`src/rtl/muldiv_pkg.sv`:
```
// Shared types and constants for the iterative RV32M multiply/divide sequencer.
package muldiv_pkg;

  localparam int unsigned DefaultXlen = 32;
  localparam int unsigned DefaultCntW = 6;

  // RV32M funct3 encodings
  localparam logic [2:0] OpMul    = 3'd0;
  localparam logic [2:0] OpMulh   = 3'd1;
  localparam logic [2:0] OpMulhsu = 3'd2;
  localparam logic [2:0] OpMulhu  = 3'd3;
  localparam logic [2:0] OpDiv    = 3'd4;
  localparam logic [2:0] OpDivu   = 3'd5;
  localparam logic [2:0] OpRem    = 3'd6;
  localparam logic [2:0] OpRemu   = 3'd7;

  typedef enum logic [1:0] {
    StIdle,
    StCalc,
    StFix,
    StDone
  } state_e;

endpackage

```
`src/rtl/muldiv_iter_step.sv`:
```
// One radix-2 iteration on {acc, shreg}: shift-add for multiply, restoring subtract for divide.
module muldiv_iter_step #(
  parameter int unsigned XLEN = 32
) (
  input  logic            is_div_i,
  input  logic [XLEN-1:0] acc_i,
  input  logic [XLEN-1:0] shreg_i,
  input  logic [XLEN-1:0] operand_i,
  output logic [XLEN-1:0] acc_o,
  output logic [XLEN-1:0] shreg_o
);

  logic [XLEN:0] sum;
  logic [XLEN:0] trial;
  logic [XLEN:0] diff;

  always_comb begin
    sum     = '0;
    trial   = '0;
    diff    = '0;
    acc_o   = acc_i;
    shreg_o = shreg_i;
    if (is_div_i) begin
      // acc < divisor always holds, so diff[XLEN] is a clean borrow flag
      trial = {acc_i, shreg_i[XLEN-1]};
      diff  = trial - {1'b0, operand_i};
      if (!diff[XLEN]) begin
        acc_o   = diff[XLEN-1:0];
        shreg_o = {shreg_i[XLEN-2:0], 1'b1};
      end else begin
        acc_o   = trial[XLEN-1:0];
        shreg_o = {shreg_i[XLEN-2:0], 1'b0};
      end
    end else begin
      sum     = {1'b0, acc_i} + (shreg_i[0] ? {1'b0, operand_i} : '0);
      acc_o   = sum[XLEN:1];
      shreg_o = {sum[0], shreg_i[XLEN-1:1]};
    end
  end

endmodule

```
`src/rtl/muldiv_sequencer.sv`:
```
// Iterative RV32M multiply/divide unit with valid/ready request and response handshakes.
// Optional MULDIV_EARLY_OUT_EN: multiplies finish early once remaining multiplier bits are zero.
module muldiv_sequencer
  import muldiv_pkg::*;
#(
  parameter int unsigned XLEN  = DefaultXlen,
  parameter int unsigned CNT_W = DefaultCntW
) (
  input  logic            clk_i,
  input  logic            rst_i,
  input  logic            start_i,
  input  logic            flush_i,
  input  logic            req_valid_i,
  output logic            req_ready_o,
  input  logic [2:0]      op_i,
  input  logic [XLEN-1:0] rs1_i,
  input  logic [XLEN-1:0] rs2_i,
  input  logic [4:0]      rd_addr_i,
  output logic            resp_valid_o,
  input  logic            resp_ready_i,
  output logic [XLEN-1:0] result_o,
  output logic [4:0]      rd_addr_o,
  output logic            stall_o
);

  localparam logic [XLEN-1:0] MinNeg = {1'b1, {(XLEN-1){1'b0}}};

  state_e          state_q;
  logic [CNT_W-1:0] cnt_q;
  logic [2:0]      op_q;
  logic            neg_q;
  logic [XLEN-1:0] operand_q;
  logic [XLEN-1:0] acc_q;
  logic [XLEN-1:0] shreg_q;

  logic            is_div_in;
  logic            a_signed;
  logic            b_signed;
  logic            sa;
  logic            sb;
  logic            neg_in;
  logic [XLEN-1:0] a_mag;
  logic [XLEN-1:0] b_mag;
  logic            div_zero;
  logic            div_ovf;
  logic [XLEN-1:0] fast_result;

  logic [XLEN-1:0]   acc_step;
  logic [XLEN-1:0]   shreg_step;
  logic [2*XLEN-1:0] prod;
  logic [2*XLEN-1:0] prod_fixed;
  logic [XLEN-1:0]   div_field;
  logic [XLEN-1:0]   fix_result;

  assign req_ready_o = (state_q == StIdle) && start_i;

  always_comb begin
    is_div_in = op_i[2];
    a_signed  = (op_i == OpMulh) || (op_i == OpMulhsu) || (op_i == OpDiv) || (op_i == OpRem);
    b_signed  = (op_i == OpMulh) || (op_i == OpDiv) || (op_i == OpRem);
    sa        = a_signed && rs1_i[XLEN-1];
    sb        = b_signed && rs2_i[XLEN-1];
    a_mag     = sa ? (~rs1_i + 1'b1) : rs1_i;
    b_mag     = sb ? (~rs2_i + 1'b1) : rs2_i;
    // Remainder takes the dividend's sign; everything else takes sign(A)^sign(B)
    neg_in    = (op_i == OpRem) ? sa : (sa ^ sb);
    div_zero  = is_div_in && (rs2_i == '0);
    div_ovf   = ((op_i == OpDiv) || (op_i == OpRem)) && (rs1_i == MinNeg) && (rs2_i == '1);
    if (div_zero) begin
      fast_result = op_i[1] ? rs1_i : '1;
    end else begin
      fast_result = op_i[1] ? '0 : MinNeg;
    end
  end

  muldiv_iter_step #(
    .XLEN(XLEN)
  ) u_step (
    .is_div_i (op_q[2]),
    .acc_i    (acc_q),
    .shreg_i  (shreg_q),
    .operand_i(operand_q),
    .acc_o    (acc_step),
    .shreg_o  (shreg_step)
  );

  always_comb begin
    prod       = {acc_q, shreg_q};
    prod_fixed = neg_q ? (~prod + 1'b1) : prod;
    div_field  = op_q[1] ? acc_q : shreg_q;
    if (op_q[2]) begin
      fix_result = neg_q ? (~div_field + 1'b1) : div_field;
    end else if (op_q == OpMul) begin
      fix_result = prod_fixed[XLEN-1:0];
    end else begin
      fix_result = prod_fixed[2*XLEN-1:XLEN];
    end
  end

`ifdef MULDIV_EARLY_OUT_EN
  logic [XLEN-1:0]   rem_mask;
  logic [2*XLEN-1:0] prod_early;

  // Bits [XLEN-1-cnt:0] of shreg are the multiplier bits not yet consumed
  assign rem_mask   = {XLEN{1'b1}} >> cnt_q;
  assign prod_early = prod >> ((CNT_W+1)'(XLEN) - {1'b0, cnt_q});
`endif

  always_ff @(posedge clk_i or negedge rst_i) begin
    if (!rst_i) begin
      state_q      <= StIdle;
      cnt_q        <= '0;
      op_q         <= '0;
      neg_q        <= 1'b0;
      operand_q    <= '0;
      acc_q        <= '0;
      shreg_q      <= '0;
      resp_valid_o <= 1'b0;
      result_o     <= '0;
      rd_addr_o    <= '0;
      stall_o      <= 1'b0;
    end else if (flush_i) begin
      state_q      <= StIdle;
      resp_valid_o <= 1'b0;
      stall_o      <= 1'b0;
    end else if (start_i) begin
      unique case (state_q)
        StIdle: begin
          if (req_valid_i) begin
            op_q      <= op_i;
            rd_addr_o <= rd_addr_i;
            neg_q     <= neg_in;
            operand_q <= is_div_in ? b_mag : a_mag;
            shreg_q   <= is_div_in ? a_mag : b_mag;
            acc_q     <= '0;
            cnt_q     <= '0;
            stall_o   <= 1'b1;
            if (div_zero || div_ovf) begin
              state_q      <= StDone;
              result_o     <= fast_result;
              resp_valid_o <= 1'b1;
            end else begin
              state_q <= StCalc;
            end
          end
        end
        StCalc: begin
`ifdef MULDIV_EARLY_OUT_EN
          if (!op_q[2] && ((shreg_q & rem_mask) == '0)) begin
            {acc_q, shreg_q} <= prod_early;
            state_q          <= StFix;
          end else
`endif
          begin
            acc_q   <= acc_step;
            shreg_q <= shreg_step;
            cnt_q   <= cnt_q + CNT_W'(1);
            if (cnt_q == CNT_W'(XLEN - 1)) begin
              state_q <= StFix;
            end
          end
        end
        StFix: begin
          result_o     <= fix_result;
          resp_valid_o <= 1'b1;
          state_q      <= StDone;
        end
        StDone: begin
          if (resp_ready_i) begin
            state_q      <= StIdle;
            resp_valid_o <= 1'b0;
            stall_o      <= 1'b0;
          end
        end
        default: state_q <= StIdle;
      endcase
    end
  end

endmodule

```
`config.mk`:
```
export PLATFORM = sky130hd
export DESIGN_NAME = muldiv_sequencer
export DESIGN_NICKNAME = d
export VERILOG_FILES = /design/src/rtl/muldiv_pkg.sv /design/src/rtl/muldiv_iter_step.sv /design/src/rtl/muldiv_sequencer.sv
export SDC_FILE = /design/constraint.sdc
export NUM_CORES = 1
export LEC_CHECK = 0
export BUFFER_PORTS_ARGS = -buffer_cell sky130_fd_sc_hd__buf_4
export CAP_MARGIN = 20
export CELL_PAD_IN_SITES_DETAIL_PLACEMENT = 1
export CELL_PAD_IN_SITES_GLOBAL_PLACEMENT = 2
export CORE_MARGIN = 1
export CORE_UTILIZATION = 39
export DETAILED_ROUTE_END_ITERATION = 8
export PLACE_DENSITY = 0.86
export SYNTH_ARGS = -nofsm -noshare
export SYNTH_HDL_FRONTEND = slang
export SYNTH_SLANG_ARGS = --single-unit
export TNS_END_PERCENT = 100
```
`constraint.sdc`:
```
create_clock -name clk_i -period 7.7 [get_ports clk_i]
set_input_delay 1.155 -clock clk_i [delete_from_list [all_inputs] [get_ports clk_i]]
set_output_delay 1.155 -clock clk_i [all_outputs]
set_load 0.1 [all_outputs]
```
==> run_results.csv <==
group,metric,value,unit
logic_synthesis,synth_edf_count,0,
clock_tree,cts_setup_buffers,0,
detailed_routing,ant_nets,0,
placed_design,dpl.hpwl,53100,µm
logic_synthesis,netlist_area,16000,µm²
logic_synthesis,synth_nets,2297,
logic_synthesis,synth_cell_type_count,82,
timing,fin_ws,3.32,ns
clock_tree,ctsHoldBuffers,0,
run,drv_cap,0,
placed_design,place_congestion,0.948,
finish,fin_nets,2292,
clock_tree,clock_tree.htree_level_count,4,
outcome,outcome,"completed",
floorplanning,start_util,0.398,
detailed_routing,wl_per_cell,25.6,µm
clock_tree,clk_latency,0.48,ns
worst_hold_path,min-delay-start,"operand_q[23]$_DFFE_PN0P_",
placed_design,port_buffers,117,
logic_synthesis,yosys_register_bits,147,
global_routing,grt_pass1_vias,16600,
detailed_routing,detail_route.wirelength,68300,µm
global_routing,grt_max_degree,114,
floorplanning,top_level_ports,118,
timing,max_freq,228,MHz
power,p_total,7.41,mW
setup_path,arrival,4.74,ns
power,powerDensity,420,nW/µm²
detailed_routing,routed_via_density,6.29,
clock_tree,cts.sink_count,147,
logic_synthesis,syn_area_per_cell,7.45,µm²
power,irDropWorstVdd,0.000185,V
detailed_routing,drt_iter0_drc,1586,
timing,slew_viol_final,0,
setup_path,r2r_cells,11,
detailed_routing,dr.pass1.iters,5,
logic_synthesis,synth_seq_area_share,0.230,
timing,relSlewSlack,0.118,
logic_synthesis,synth_top_area_frac,0.230,
clock_tree,numCtsBuffers,17,
placed_design,pre_cts_ws,2.89,ns
logic_synthesis,syn_inst,2143,
clock_tree,clk_pin_slew_worst_paths,0.07,ns
power,p_leak,7.42,nW
finish,diodes,0,
detailed_routing,drc,0,
timing,final.setup.tns,0,ns
placed_design,placed_cell_area,17000,µm²
finish,ff_latch_area,3680,µm²
finish,finalInstanceArea,17600,µm²
detailed_routing,vias,16800,
setup_path,crit_path_start_kind,"input pin",
clock_tree,cts_resized,0,
setup_path,crit_required,8.06,ns
timing,setup_viol,0,
finish,fillers,4947,
setup_path,worstSetupPathType,"input pin to register",
setup_path,reg2reg_from,"shreg_q[0]$_DFFE_PN0P_",
setup_path,path_max_fanout,63,
clock_tree,max-clock-path-buffers,2,
timing,finClkSkew,0.0115,ns
timing,period_share,0.569,
setup_path,crit_path_end_kind,"register",
clock_tree,root_buffer,"clkbuf_16",
floorplanning,die_h,204,µm
timing,finalHoldViolations,0,
global_routing,grt-ovfl-total,0,
worst_hold_path,min_path_cells,2,
clock_tree,cts_tree,"yes",
logic_synthesis,ys_warn_count,0,
logic_synthesis,synth_ff_type,"dfrtp_1",
finish,drive_gt1_frac,0.117,
logic_synthesis,synthArstFlopShare,1.00,
finish,final_util,0.440,
global_routing,grtUsageTotal,0.329,
timing,worst_pin_slew,1.31,ns
global_routing,antenna_found_initial,1,
logic_synthesis,synth_area_leader_cell,"dfrtp_1",
finish,multi_input_area,11400,µm²
worst_hold_path,hold_path.class,"register to register",
setup_path,worstReg2RegEnd,"result_o[30]$_DFFE_PN0P_",
logic_synthesis,netlist_top_cells_count,"226 x o21ai_0, 213 x a21oi_1, 207 x nand2_1",
floorplanning,row_count,73,
setup_path,rrSetupSlack,3.43,ns
floorplanning,core_area,40100,µm²
timing,rsz0062_at_grt,"false",
floorplanning,die_area,41800,µm²
finish,syn_to_final_growth,10.5,%
timing,min_period,4.38,ns
logic_synthesis,yosysMostFrequentCell,"o21ai_0",
floorplanning,die_w,204,µm
worst_hold_path,whs_endpoint,"operand_q[23]$_DFFE_PN0P_",
logic_synthesis,synthTopCellsByArea,"dfrtp_1 23%, o21ai_0 7.1%, a21oi_1 6.7%, xnor2_1 6.3%, ha_1 5.8%",
global_routing,grt_pass1_wl,103000,µm
logic make-up after synthesis:
| kind of cell | count (synthesis) | share of synthesized area |
|---|---|---|
| compound gates | 715 | 0.274 |
| xor+xnor | 201 | 0.110 |
| fa+ha+maj | 76 | 0.0605 |
| flops | 147 | 0.230 |
| buf+inv | 231 | 0.0557 |
| simple gates | 681 | 0.208 |
| mux | 92 | 0.0613 |
power breakdown:
group / switching, mW / leakage (nW) / internal [mW] / total, mW
registers: 0.690 / 1.89 / 1.06 / 1.75
clock network: 0.364 / 0.272 / 0.485 / 0.849
logic: 3.07 / 5.26 / 1.74 / 4.81
state kept, by name, indices dropped and copies added, names as in the netlist:
name / cells
acc_q: 32
cnt_q: 6
neg_q: 1
op_q: 3
operand_q: 32
rd_addr_o: 5
resp_valid_o: 1
result_o: 32
shreg_q: 32
stall_o: 1
state_q: 2
cell usage in the layout, fill, tap and decap left out, drive strengths merged, types with 6 or more instances in the layout:
| master | synthesis | routed |
|---|---|---|
| a211o | 11 | 11 |
| a211oi | 26 | 26 |
| a21o | 29 | 29 |
| a21oi | 213 | 213 |
| a221o | 6 | 6 |
| a221oi | 8 | 8 |
| a22oi | 18 | 18 |
| a31oi | 27 | 27 |
| and2 | 11 | 11 |
| and3 | 26 | 26 |
| buf | 26 | 135 |
| clkbuf | 133 | 19 |
| dfrtp | 147 | 147 |
| ha | 74 | 74 |
| inv | 72 | 72 |
| mux2 | 46 | 46 |
| mux2i | 46 | 46 |
| nand2 | 208 | 208 |
| nand2b | 28 | 28 |
| nand3 | 24 | 24 |
| nand3b | 8 | 8 |
| nand4 | 20 | 20 |
| nor2 | 198 | 198 |
| nor2b | 10 | 10 |
| nor3 | 54 | 54 |
| nor4 | 21 | 21 |
| o211ai | 14 | 14 |
| o21a | 16 | 16 |
| o21ai | 229 | 229 |
| o221ai | 6 | 6 |
| o31ai | 39 | 39 |
| o41ai | 15 | 15 |
| or2 | 14 | 14 |
| or3 | 20 | 20 |
| or4 | 18 | 18 |
| xnor2 | 115 | 115 |
| xor2 | 86 | 86 |
final cells by class:
type | count | share of cell area
flip-flops and latches | 147 | 0.209
clock inverters | 10 | 0.00631
clock buffers | 19 | 0.0257
inverters | 72 | 0.0153
multi-input cells | 1765 | 0.648
repair buffers | 135 | 0.0588
well taps | 525 | 0.0372
worst max-delay path: stages:
cell      delay (ns)
buf_4           0.14
or4_1           0.61
nor4_2          0.34
nor3b_1         0.31
nand3_1         0.23
or4_1           0.51
o211a_1         0.31
nand3b_4        0.60
mux2_2          0.49
per-layer routing:
metal  share of wire  GRT usage  wire length (µm)  vias up
met4           0.041      0.138              2790        0
met3           0.065     0.0566              4470      109
met5               0          0                 0        -
met1            0.46      0.458             31300     8369
met2            0.44      0.498             29700      590
li1                -          -                 -     7735
metrics by stage:
step | cells | hold slack (ns)
global placement | 2643 | 0.458
CTS | 2672 | 0.480
finish | 2673 | 0.477
detailed placement | 2643 | 0.465
floorplan | 2143 | 0.439
global route | 2673 | 0.501
how the worst max path moves through the flow:
stage	cells past startpoint	to	from
global route	9	result_o[29]$_DFFE_PN0P_	rs1_i[6]
global placement	9	result_o[29]$_DFFE_PN0P_	rs2_i[2]
finish	9	result_o[29]$_DFFE_PN0P_	rs1_i[6]
floorplan	16	result_o[22]$_DFFE_PN0P_	op_q[1]$_DFFE_PN0P_
CTS	9	result_o[29]$_DFFE_PN0P_	rs1_i[6]
detailed placement	9	result_o[29]$_DFFE_PN0P_	rs2_i[2]
Note: power is estimated with default switching activity, not from simulation.
